<file path="src/rtl/x2_detect_window_reporter_if.sv">
// Report channel from the window reporter to its status/host consumer.
// The reporter drives valid and payload; the consumer drives ready.
interface x2_detect_window_reporter_if #(
    parameter int CNT_W = 8
) ();
    logic             rpt_valid;
    logic             rpt_ready;
    logic [CNT_W-1:0] rpt_count;
    logic             rpt_sat;
    logic             rpt_lost;

    modport master (output rpt_valid, rpt_count, rpt_sat, rpt_lost, input rpt_ready);
    modport slave  (input rpt_valid, rpt_count, rpt_sat, rpt_lost, output rpt_ready);
endinterface

</file>
<file path="src/rtl/x2_detect_window_reporter.sv">
// Counts rising edges of z over windows of WIN_LEN enabled cycles and offers one
// saturating count report per window over a valid/ready channel.
module x2_detect_window_reporter #(
    parameter int CNT_W   = 8,
    parameter int WIN_LEN = 16
) (
    input  logic clk,
    input  logic reset_n,
    input  logic z,
    input  logic enable,
    x2_detect_window_reporter_if.master rpt
);
    localparam int               WIN_W    = (WIN_LEN > 2) ? $clog2(WIN_LEN) : 1;
    localparam logic [WIN_W-1:0] WIN_LAST = WIN_W'(WIN_LEN - 1);
    localparam logic [CNT_W-1:0] ACC_MAX  = '1;

    typedef enum logic {IDLE, PEND} state_t;

    state_t             state_q, state_d;
    logic               z_q;
    logic [WIN_W-1:0]   win_cnt;
    logic [CNT_W-1:0]   acc;
    logic               acc_sat;
    logic               lost_pend;
    logic [CNT_W-1:0]   count_q;
    logic               sat_q;
    logic               lost_q;

    logic               evt;
    logic               win_end;
    logic               acc_full;
    logic               overflow;
    logic [CNT_W-1:0]   acc_next;
    logic               capture;
    logic               drop;

    assign evt      = z & ~z_q & enable;
    assign win_end  = enable & (win_cnt == WIN_LAST);
    assign acc_full = (acc == ACC_MAX);
    assign overflow = evt & acc_full;
    // acc_next already folds in this cycle's event, so a capture sees it too
    assign acc_next = (evt & ~acc_full) ? acc + CNT_W'(1) : acc;

    always_comb begin
        state_d = state_q;
        capture = 1'b0;
        drop    = 1'b0;
        case (state_q)
            IDLE: begin
                if (win_end) begin
                    capture = 1'b1;
                    state_d = PEND;
                end
            end
            PEND: begin
                if (win_end) begin
                    // an accepted old report frees the slot for the new one
                    capture = rpt.rpt_ready;
                    drop    = ~rpt.rpt_ready;
                end else if (rpt.rpt_ready) begin
                    state_d = IDLE;
                end
            end
            default: state_d = IDLE;
        endcase
    end

    always_ff @(posedge clk or negedge reset_n) begin
        if (!reset_n) state_q <= IDLE;
        else          state_q <= state_d;
    end

    always_ff @(posedge clk or negedge reset_n) begin
        if (!reset_n) begin
            z_q     <= 1'b0;
            win_cnt <= '0;
            acc     <= '0;
            acc_sat <= 1'b0;
        end else begin
            z_q <= z;
            if (enable) win_cnt <= win_end ? '0 : win_cnt + WIN_W'(1);
            if (win_end) begin
                acc     <= '0;
                acc_sat <= 1'b0;
            end else begin
                acc     <= acc_next;
                acc_sat <= acc_sat | overflow;
            end
        end
    end

    always_ff @(posedge clk or negedge reset_n) begin
        if (!reset_n) begin
            lost_pend <= 1'b0;
            count_q   <= '0;
            sat_q     <= 1'b0;
            lost_q    <= 1'b0;
        end else begin
            if (capture) begin
                count_q   <= acc_next;
                sat_q     <= acc_sat | overflow;
                lost_q    <= lost_pend;
                lost_pend <= 1'b0;
            end else if (drop) begin
                lost_pend <= 1'b1;
            end
        end
    end

    assign rpt.rpt_valid = (state_q == PEND);
    assign rpt.rpt_count = count_q;
    assign rpt.rpt_sat   = sat_q;
    assign rpt.rpt_lost  = lost_q;
endmodule
</file>
<file path="src/flat_wrapper.sv">
// flat-port wrapper written by rule: the top's interface ports become plain ports
module x2_detect_window_reporter_flat 
#(
    parameter int CNT_W   = 8,
    parameter int WIN_LEN = 16
)
  (clk, reset_n, z, enable, rpt_rpt_valid, rpt_rpt_count, rpt_rpt_sat, rpt_rpt_lost, rpt_rpt_ready);
  x2_detect_window_reporter_if #(.CNT_W(CNT_W)) rpt_i ();
  input  logic clk;
  input  logic reset_n;
  input  logic z;
  input  logic enable;
  output wire logic [$bits(rpt_i.rpt_valid)-1:0] rpt_rpt_valid;
  output wire logic [$bits(rpt_i.rpt_count)-1:0] rpt_rpt_count;
  output wire logic [$bits(rpt_i.rpt_sat)-1:0] rpt_rpt_sat;
  output wire logic [$bits(rpt_i.rpt_lost)-1:0] rpt_rpt_lost;
  input wire logic [$bits(rpt_i.rpt_ready)-1:0] rpt_rpt_ready;
  assign rpt_rpt_valid = rpt_i.rpt_valid;
  assign rpt_rpt_count = rpt_i.rpt_count;
  assign rpt_rpt_sat = rpt_i.rpt_sat;
  assign rpt_rpt_lost = rpt_i.rpt_lost;
  assign rpt_i.rpt_ready = rpt_rpt_ready;
  x2_detect_window_reporter #(.CNT_W(CNT_W), .WIN_LEN(WIN_LEN)) u_core (.clk(clk), .reset_n(reset_n), .z(z), .enable(enable), .rpt(rpt_i));
endmodule
</file>
<file path="config.mk">
export PLATFORM = sky130hd
export DESIGN_NAME = x2_detect_window_reporter_flat
export DESIGN_NICKNAME = d
export VERILOG_FILES = /design/src/rtl/x2_detect_window_reporter_if.sv /design/src/rtl/x2_detect_window_reporter.sv /design/src/flat_wrapper.sv
export SDC_FILE = /design/constraint.sdc
export NUM_CORES = 1
export LEC_CHECK = 0
export CAP_MARGIN = 20
export CELL_PAD_IN_SITES_DETAIL_PLACEMENT = 1
export CELL_PAD_IN_SITES_GLOBAL_PLACEMENT = 1
export CORE_ASPECT_RATIO = 1.75
export CORE_MARGIN = 5
export CORE_UTILIZATION = 30
export CTS_CLUSTER_SIZE = 28
export DETAILED_ROUTE_END_ITERATION = 6
export GPL_TIMING_DRIVEN = 1
export PLACE_DENSITY = 0.66
export SKIP_LAST_GASP = 1
export SLEW_MARGIN = 20
export SYNTH_ARGS = -nofsm -noshare
export SYNTH_HDL_FRONTEND = slang
export SYNTH_SLANG_ARGS = --single-unit
</file>
<file path="constraint.sdc">
create_clock -name clk -period 1.55 [get_ports clk]
set_input_delay 0.2325 -clock clk [delete_from_list [all_inputs] [get_ports clk]]
set_output_delay 0.2325 -clock clk [all_outputs]
set_load 0.05 [all_outputs]
</file>
# == Yosys cells after proc, flatten, opt, wreduce, memory -nomap -nowiden ==
# Index checks and enable logic that the tools add are counted.
# word_totals
ff_bits,26
inputBits,5
out_inout_bits,11
word_cells,38
# classes
addsub,2
n_eq_ne,2
mux,14
bitwise_logic,10
n_reduce_logical,1
# ops
op,count
$mux 8,2
$mux 1,9
$add 8x1->8 const B,1
$eq 8x8->1 const B,1
$and 1x1->1,5
$add 4x1->4 const B,1
$eq 4x4->1 const B,1
$mux 4,1
$not 1->1,4
$pmux 1 s2,2
$reduce_bool 2->1,1
$or 1x1->1,1

# == Depth between registers and ports, before layout ==
# Gate-level depths: netlist (run 1).
# depth
depth_word,6
depth_mapped,6
depth_no_buf,5

# == Worst setup path before layout (run 1) ==
# Ideal clock, no wire load.
# synth_path
path_kind,reg-to-reg
startpoint,"register u_core.state_q, in the netlist u_core.rpt.rpt_valid"
endpoint,"register u_core.count_q[2], in the netlist u_core.rpt.rpt_count[2]"
setup_time_ns,0.125
arrival_ns,1.381
setup_slack_ns,0.044
path_stages_with_launch,4
cell_sequence,dfrtp_1 nor2b_1 nor2_4 mux2_4
# synth_via
elab_chain_len,2
# synth_lines
element,line_no,text
"start, declared",x2_detect_window_reporter.sv:19,"state_t state_q, state_d;"
"start signal, assigned",x2_detect_window_reporter.sv:70,else state_q <= state_d;
$not 1->1,-,
$pmux 1 s2 *,x2_detect_window_reporter.sv:48,case (state_q)
"end signal, assigned",x2_detect_window_reporter.sv:100,count_q <= acc_next;
"end, declared",x2_detect_window_reporter.sv:25,logic [CNT_W-1:0] count_q;
# Every way passes the cells marked *; elsewhere a longest branch is shown, timed or not.
# A chain may end at the register's enable or synchronous reset.

# == Worst setup path after layout (run 1) ==
# layout_path
startpoint,input port enable
endpoint,"register u_core.lost_q, in the netlist u_core.rpt.rpt_lost"
# layout_via
elab_chain_len,3
word_cells_on_any_way,4
# layout_lines
element,line_no,text
"start, declared",flat_wrapper.sv:12,input logic enable;
$and 1x1->1 *,x2_detect_window_reporter.sv:38,assign win_end = enable & (win_cnt == WIN_LAST);
$mux 1 (on tied branches),"x2_detect_window_reporter.sv:56, x2_detect_window_reporter.sv:50",
$pmux 1 s2 *,x2_detect_window_reporter.sv:48,
"end signal, assigned",x2_detect_window_reporter.sv:102,lost_q <= lost_pend;
"end, declared",x2_detect_window_reporter.sv:27,logic lost_q;
# Marks and branches as above.

==> metrics.md, run 1 <==
| Metric | Value |
|---|---|
| Req. time, crit path | `roughly 1.7 ns` |
| Max-slew violation count | `0` |
| Synth Instances | `106` |
| Adder-Cell Fraction of Synth Area | `0.0216` |
| Yosys top cell by area | `dfrtp_1` |
| Pre-Repair DR Iteration Count | `3` |
| Post-synthesis mux area share | `0.0690` |
| Gr ovfl total | `0` |
| Number of global-route vias before repair | `1024` |
| Pwr/cell area | `approximately 1700 mW/mm2` |
| Worst path slowest cell | `clkdlybuf4s50_1` |
| Finished Layout Cells | `185` |
| TritonCTS clock tree | `yes` |
| Placed Cells | `between 150 and 200` |
| Share of flip-flops with an asynchronous set or reset | `1.00` |
| Syn Area/Cell | `between 10 and 15 um2` |
| Critical path class | `primary input to flop` |
| CP Launch Point | `enable` |
| Fmax | `0.682 GHz` |
| Tmin final | `1.47 ns` |
| N_diodes | `0` |
| Synth Area in XOR/XNOR | `0.0227` |
| Total number of vias | `942` |
| Utilization after layout | `0.392` |
| Status | `finished clean` |
| Leakage power | `about 0.0007 uW` |
| Clk_skew | `between 0.002 and 0.003 ns` |
| Slew @ Worst Pin | `0.326 ns` |
| Top FF cell, synth | `dfrtp_1` |
| Total CTS buffers | `3` |
| CTS Hold Bufs | `0` |
| Root Buffer | `clkbuf_8` |
| Layout cells sized above 1 | `0.299` |
| I/O pin cnt | `16` |
| All-Layer GR Usage | `0.117` |
| Synth top area share | `0.561` |
| CTS sink cnt | `26` |
| First-pass GRT wire length | `4.89 mm` |
| Area Growth Syn to Fin | `29.6%` |
| Max_slew headroom | `0.783` |
| CP Cell Sequence | `clkdlybuf4s50_1 -> buf_4 -> nand4_1 -> nor2_4 -> mux2_2` |
| Ranking of synthesized cells by area | `dfrtp_1, nor2_1, a21oi_1` |
| CP Launch Type | `primary input` |
| Gr busiest metal | `met2` |
| Final Cycle Share | `0.946` |
| FF+latch count, synth | `26` |
| Die area | `0.00526 mm2` |
| Initial Utilization | `0.303` |
| Vert. Die Dim | `around 90 um` |
| Count of cell types in the netlist | `35` |
| Critical path peak fanout | `6` |
| CP Capture Type | `flop` |
| Die Wd | `between 50 and 60 um` |
| Skew-Pair Late Insertion Delay | `between 0.2 and 0.3 ns` |
| Synth warn | `0` |
| Syn nets | `between 100 and 150` |
| HPWL Detailed | `between 2 and 2.5 mm` |
| Post-Synth Simple-Gate Area | `0.180` |
| Largest family of logic cells by synthesized area | `simple AND/OR/NAND/NOR gates` |
| Hold slack | `about 0.32 ns` |
| Worst EP arrival | `approximately 1.6 ns` |
| Buffers added on ports | `15` |
| Setup ws final | `about 0.083 ns` |
| Detailed Route WL | `roughly 2.8 mm` |
| Most common cell after layout, fill and taps aside | `dfrtp_1` |
| Compound-cell area share of the yosys netlist | `0.123` |
| Post-DRT Antenna Nets | `0` |
| RSZ-0062 raised after global routing | `yes` |
| Worst-case vdd ir drop | `roughly 0.0011 V` |
| Met1 track demand over resource | `0.132` |
| GRT met2 Usage | `0.211` |
| Met3 usage | `0.0155` |
| Nets@finish | `145` |
| EDFF count, synth | `0` |
| Iter 0 DRT Violations | `5` |
| Final Hold Viols | `0` |
| Vias per cell | `a little over 5` |
| Largest net degree at the start of global routing | `27` |
| Clk slew on worst S/H paths | `roughly 0.09 ns` |
| Post-route DRC | `0` |
| Initial antenna violation count | `0` |
| Avg WL per Cell | `15.2 um` |
| CTS H-Tree Depth | `1` |
| Final setup viols | `0` |
| Gpl congestion | `roughly 0.84` |
| Mapped Area | `between 0.001 and 0.0015 mm2` |
| Delay of the slowest critical-path stage | `~0.47 ns` |
| Longest Clk Path Bufs | `2` |
| Maxcap violations | `0` |
| Post-Place Worst Slack | `-0.276 ns` |
| R2r startpoint | `u_core.win_cnt[1]` |
| Row count | `30` |
| Sequential cell area fraction in the yosys report | `0.561` |
| Most frequent cells in the layout | `dfrtp_1, buf_4, nor2_1` |
| Core area | `0.00383 mm2` |
| Hold Path Class | `primary input to async pin` |
[repair_timing]
item,CTS,global route
cloned,0,0
pin swaps,0,2
setup endpoints to repair,5,7
setup buffers,0,2
gates resized for setup,2,5
[power breakdown]
part	switching [uW]	internal, uW	total (uW)
logic	685	437	1120
registers	161	895	1060
clock network	206	227	432
[worst paths after layout]
check,depth (start not counted),endpoint,slack [ns]
min in group clk,1,u_core.z_q,0.43
max in group asynchronous,2,u_core.acc[5],0.98
max,5,u_core.rpt.rpt_lost,0.08
min,2,u_core.rpt.rpt_lost,0.32
min reg2reg,2,u_core.lost_pend,0.51
max reg2reg,4,u_core.rpt.rpt_lost,0.09
[worst max-delay path, delay by kind of cell]
kind / cells / cell delay, ns
buffers and inverters: 2 / 0.61
muxes: 1 / 0.36
and+or+nand+nor: 2 / 0.41
[kinds of logic after synthesis]
kind of cell	after synthesis
DFF	26
adders and majority gates	2
xor gates and xnor gates	3
AOI/OAI and AO/OA	23
buffers and inverters	4
and+or+nand+nor	41
muxes	7
[cells in the mapped netlist (2+ instances only)]
cell / n
nor3_1: 3
nand4_1: 4
o21ai_0: 5
a31oi_1: 2
nand2_1: 6
a21oi_1: 9
ha_1: 2
mux2i_1: 2
nand3_1: 3
mux2_2: 4
dfrtp_1: 26
o41ai_1: 2
nor2_1: 15
xor2_1: 2
[stage by stage]
stage                     area (um2)  power [uW]  setup TNS [ns]
after floorplan                 1160        1760               0
after global placement          1420        2130           -3.00
after detailed placement        1420        2180           -4.04
after CTS                       1470        2630               0
after global routing            1500        2820         -0.0231
final                           1500        2610               0
[layout make-up]
class / count / area [um2]
inverter: 1 / 3.75
clock buffer: 4 / 55.1
sequential: 26 / 651
multi-input combinational: 76 / 494
timing repair buffer: 30 / 239
tap: 48 / 60.1
fill: 460 / 2330
[layer usage]
layer / wire (um) / vias up
met1: 1090 / 477
met5: 0 / -
met4: 46 / 0
met3: 52 / 6
met2: 1620 / 17
li1: - / 442
[sequential cells by signal (all words and copies together) (netlist names)]
| register | cells |
|---|---|
| u_core.rpt.rpt_valid | 1 |
| u_core.lost_pend | 1 |
| u_core.acc | 8 |
| u_core.acc_sat | 1 |
| u_core.rpt.rpt_lost | 1 |
| u_core.z_q | 1 |
| u_core.win_cnt | 4 |
| u_core.rpt.rpt_count | 8 |
| u_core.rpt.rpt_sat | 1 |
No activity file was read; power rests on OpenSTA's default activity.
==> run 2: changes to the inputs <==
--- a/config.mk
+++ b/config.mk
@@ -14,7 +14,7 @@
 export CTS_CLUSTER_SIZE = 28
 export DETAILED_ROUTE_END_ITERATION = 6
 export GPL_TIMING_DRIVEN = 1
-export PLACE_DENSITY = 0.66
+export PLACE_DENSITY = 0.64
 export SKIP_LAST_GASP = 1
 export SLEW_MARGIN = 20
 export SYNTH_ARGS = -nofsm -noshare
==> constraint.sdc (replaced) <==
create_clock -name clk -period 1.8 [get_ports clk]
set_input_delay 0.27 -clock clk [delete_from_list [all_inputs] [get_ports clk]]
set_output_delay 0.27 -clock clk [all_outputs]
set_load 0.05 [all_outputs]
==> run 2 against run 1 <==
Compared with the run above: clock power shrank 26%; sequential power shrank 13%; global-route usage shrank 1.3 points; design area shrank 5.2%; combinational power shrank 23%; non-clock buffer count shrank 8; largest cell class unchanged; highest routed layer unchanged.
==> metrics.md, run 2 (same netlist as run 1, synthesis figures left out) <==
| Metric | Value |
|---|---|
| Family with the most delay on the worst path | `buffers and inverters (unchanged)` |
| Post-route DRC | `0 (unchanged)` |
| Maxcap violations | `0 (unchanged)` |
| Critical path endpoint | `rpt_rpt_count[2] (was u_core.rpt.rpt_lost)` |
| Die Wd | `57 um (unchanged)` |
| Clk pwr share | `0.151 (was 0.166)` |
| Clk slew on worst S/H paths | `0.08 ns (was 0.09 ns)` |
| Hold Path Class | `primary input to async pin (unchanged)` |
| HPWL Detailed | `1.89 mm (was 2.13 mm)` |
| GRT met2 Usage | `0.181 (was 0.211)` |
| CP Depth | `1 (was 5)` |
| Slew @ Worst Pin | `0.499 ns (was 0.326 ns)` |
| Clk_skew | `0.00304 ns (was 0.00252 ns)` |
| Iter 0 DRT Violations | `11 (was 5)` |
| Max-slew violation count | `0 (unchanged)` |
| Total chip power | `2100 uW (was 2610 uW)` |
| Skew-Pair Late Insertion Delay | `0.26 ns (was 0.27 ns)` |
| Worst EP arrival | `1.43 ns (was 1.63 ns)` |
| Reg2Reg Capture Point | `u_core.rpt.rpt_count[6] (was u_core.rpt.rpt_lost)` |
| All-Layer GR Usage | `0.104 (was 0.117)` |
| Critical path peak fanout | `2 (was 6)` |
| Met3 usage | `0.0127 (was 0.0155)` |
| Delay of the slowest critical-path stage | `0.80 ns (was 0.47 ns)` |
| Buffers added on ports | `15 (unchanged)` |
| Initial Utilization | `0.303 (unchanged)` |
| Row count | `30 (unchanged)` |
| Avg WL per Cell | `13.9 um (was 15.2 um)` |
| Critical path class | `flop to primary output (was primary input to flop)` |
| Core area | `0.00383 mm2 (unchanged)` |
| Nets@finish | `137 (was 145)` |
| Worst reg2reg setup slack | `0.16 ns (was 0.09 ns)` |
| CP Launch Point | `u_core.rpt.rpt_count[2] (was enable)` |
| Sw Ratio | `0.409 (was 0.403)` |
| Int Pwr | `1240 uW (was 1560 uW)` |
| Gpl congestion | `0.781 (was 0.839)` |
| Reg2Reg Depth | `5 (was 4)` |
| Tmin final | `1.70 ns` |
| N_diodes | `0 (unchanged)` |
| Root Buffer | `clkbuf_8 (unchanged)` |
| R2r startpoint | `u_core.acc[0] (was u_core.win_cnt[1])` |
| Pre-Repair DR Iteration Count | `2 (was 3)` |
| Detailed Route WL | `2.45 mm (was 2.81 mm)` |
| Final Cycle Share | `0.944` |
| Layout cells sized above 1 | `0.195 (was 0.299)` |
| CTS H-Tree Depth | `1 (unchanged)` |
| Area Growth Syn to Fin | `22.8% (was 29.6%)` |
| Initial antenna violation count | `0 (unchanged)` |
| Status | `finished clean (unchanged)` |
| Post-DRT Antenna Nets | `0 (unchanged)` |
| Final setup viols | `0 (unchanged)` |
| RSZ-0062 raised after global routing | `no (was yes)` |
| CP Launch Type | `flop (was primary input)` |
| Largest net degree at the start of global routing | `27 (unchanged)` |
| Buf/Inv on CP | `1 (was 2)` |
| Seq pwr share | `0.437 (was 0.405)` |
| Most common cell after layout, fill and taps aside | `dfrtp_1 (unchanged)` |
| Utilization after layout | `0.372 (was 0.392)` |
| Leakage power | `0.000646 uW (was 0.000701 uW)` |
| Vert. Die Dim | `92.3 um (unchanged)` |
| Gate power share | `0.412 (was 0.430)` |
| Number of global-route vias before repair | `961 (was 1024)` |
| TritonCTS clock tree | `yes (unchanged)` |
| Most frequent cells in the layout | `dfrtp_1, nor2_1, buf_4 (was dfrtp_1, buf_4, nor2_1)` |
| Gr ovfl total | `0 (unchanged)` |
| Pwr/cell area | `1480 mW/mm2 (was 1740 mW/mm2)` |
| Max_slew headroom | `0.666 (was 0.783)` |
| Req. time, crit path | `1.53 ns (was 1.71 ns)` |
| Psw | `860 uW (was 1050 uW)` |
| Fmax | `just under 0.6 GHz` |
| Vias per cell | `5.00 (was 5.09)` |
| Longest Clk Path Bufs | `2 (unchanged)` |
| Gr busiest metal | `met2 (unchanged)` |
| I/O pin cnt | `16 (unchanged)` |
| Met1 track demand over resource | `0.118 (was 0.132)` |
| First-pass GRT wire length | `4.40 mm (was 4.89 mm)` |
| Final Hold Viols | `0 (unchanged)` |
| Die area | `0.00526 mm2 (unchanged)` |
| Worst-case vdd ir drop | `0.000762 V (was 0.00109 V)` |
| Total number of vias | `880 (was 942)` |
| CTS sink cnt | `26 (unchanged)` |
| CP Capture Type | `primary output (was flop)` |
| Total CTS buffers | `3 (unchanged)` |
| CTS Hold Bufs | `0 (unchanged)` |
| CP Cell Sequence | `clkdlybuf4s50_1 (was clkdlybuf4s50_1 -> buf_4 -> nand4_1 -> nor2_4 -> mux2_2)` |
| Worst path slowest cell | `clkdlybuf4s50_1 (unchanged)` |
run 2: power by group through the flow:
| stage | Clock [uW] | Sequential, uW | Combinational [uW] |
|---|---|---|---|
| finish | 319 | 919 | 867 |
| global placement | 0 | 920 | 863 |
| detailed placement | 0 | 932 | 883 |
| global route | 354 | 952 | 943 |
| CTS | 328 | 923 | 886 |
| floorplan | 0 | 1200 | 318 |
run 2: timing repair:
item / CTS / global route
setup buffers: 0 / 0
resized for setup: 0 / 1
setup endpoints to repair: 0 / 1
run 2: layout make-up:
class | instances | area (um2)
well taps | 48 | 60.1
flip-flops and latches | 26 | 651
repair buffers | 22 | 185
inverters | 1 | 3.75
clock buffers | 3 | 41.3
multi-input cells | 76 | 483
fillers | 465 | 2400
run 2: how the worst min path moves through the flow:
| stage | to | cells after the start | slack, ns | start |
|---|---|---|---|---|
| after CTS | u_core.acc[1] | 2 | 0.39 | reset_n |
| after floorplan | u_core.acc[0] | 0 | -0.03 | reset_n |
| after global routing | u_core.acc[1] | 2 | 0.39 | reset_n |
| after global placement | u_core.lost_pend | 2 | 0.48 | u_core.lost_pend |
| final | u_core.acc[1] | 2 | 0.37 | reset_n |
| after detailed placement | u_core.acc_sat | 2 | 0.49 | u_core.acc_sat |
run 2: through the flow:
stage	area, um2	TNS [ns]	worst slack, ns	instances	hold WS, ns
2_1_floorplan	1160	0	0.294	106	-0.0256
3_3_place_gp	1380	-0.0951	-0.0329	173	0.480
3_5_place_dp	1380	-0.278	-0.0611	173	0.494
4_1_cts	1420	0	0.0899	176	0.389
5_1_grt	1420	0	0.0401	176	0.394
6_report	1420	0	0.101	176	0.367
run 2: layer usage:
layer  wire [um]  vias to the layer above
li1            -                      430
met1         996                      433
met2        1350                       11
met3          34                        6
met4          72                        0
met5           0                        -
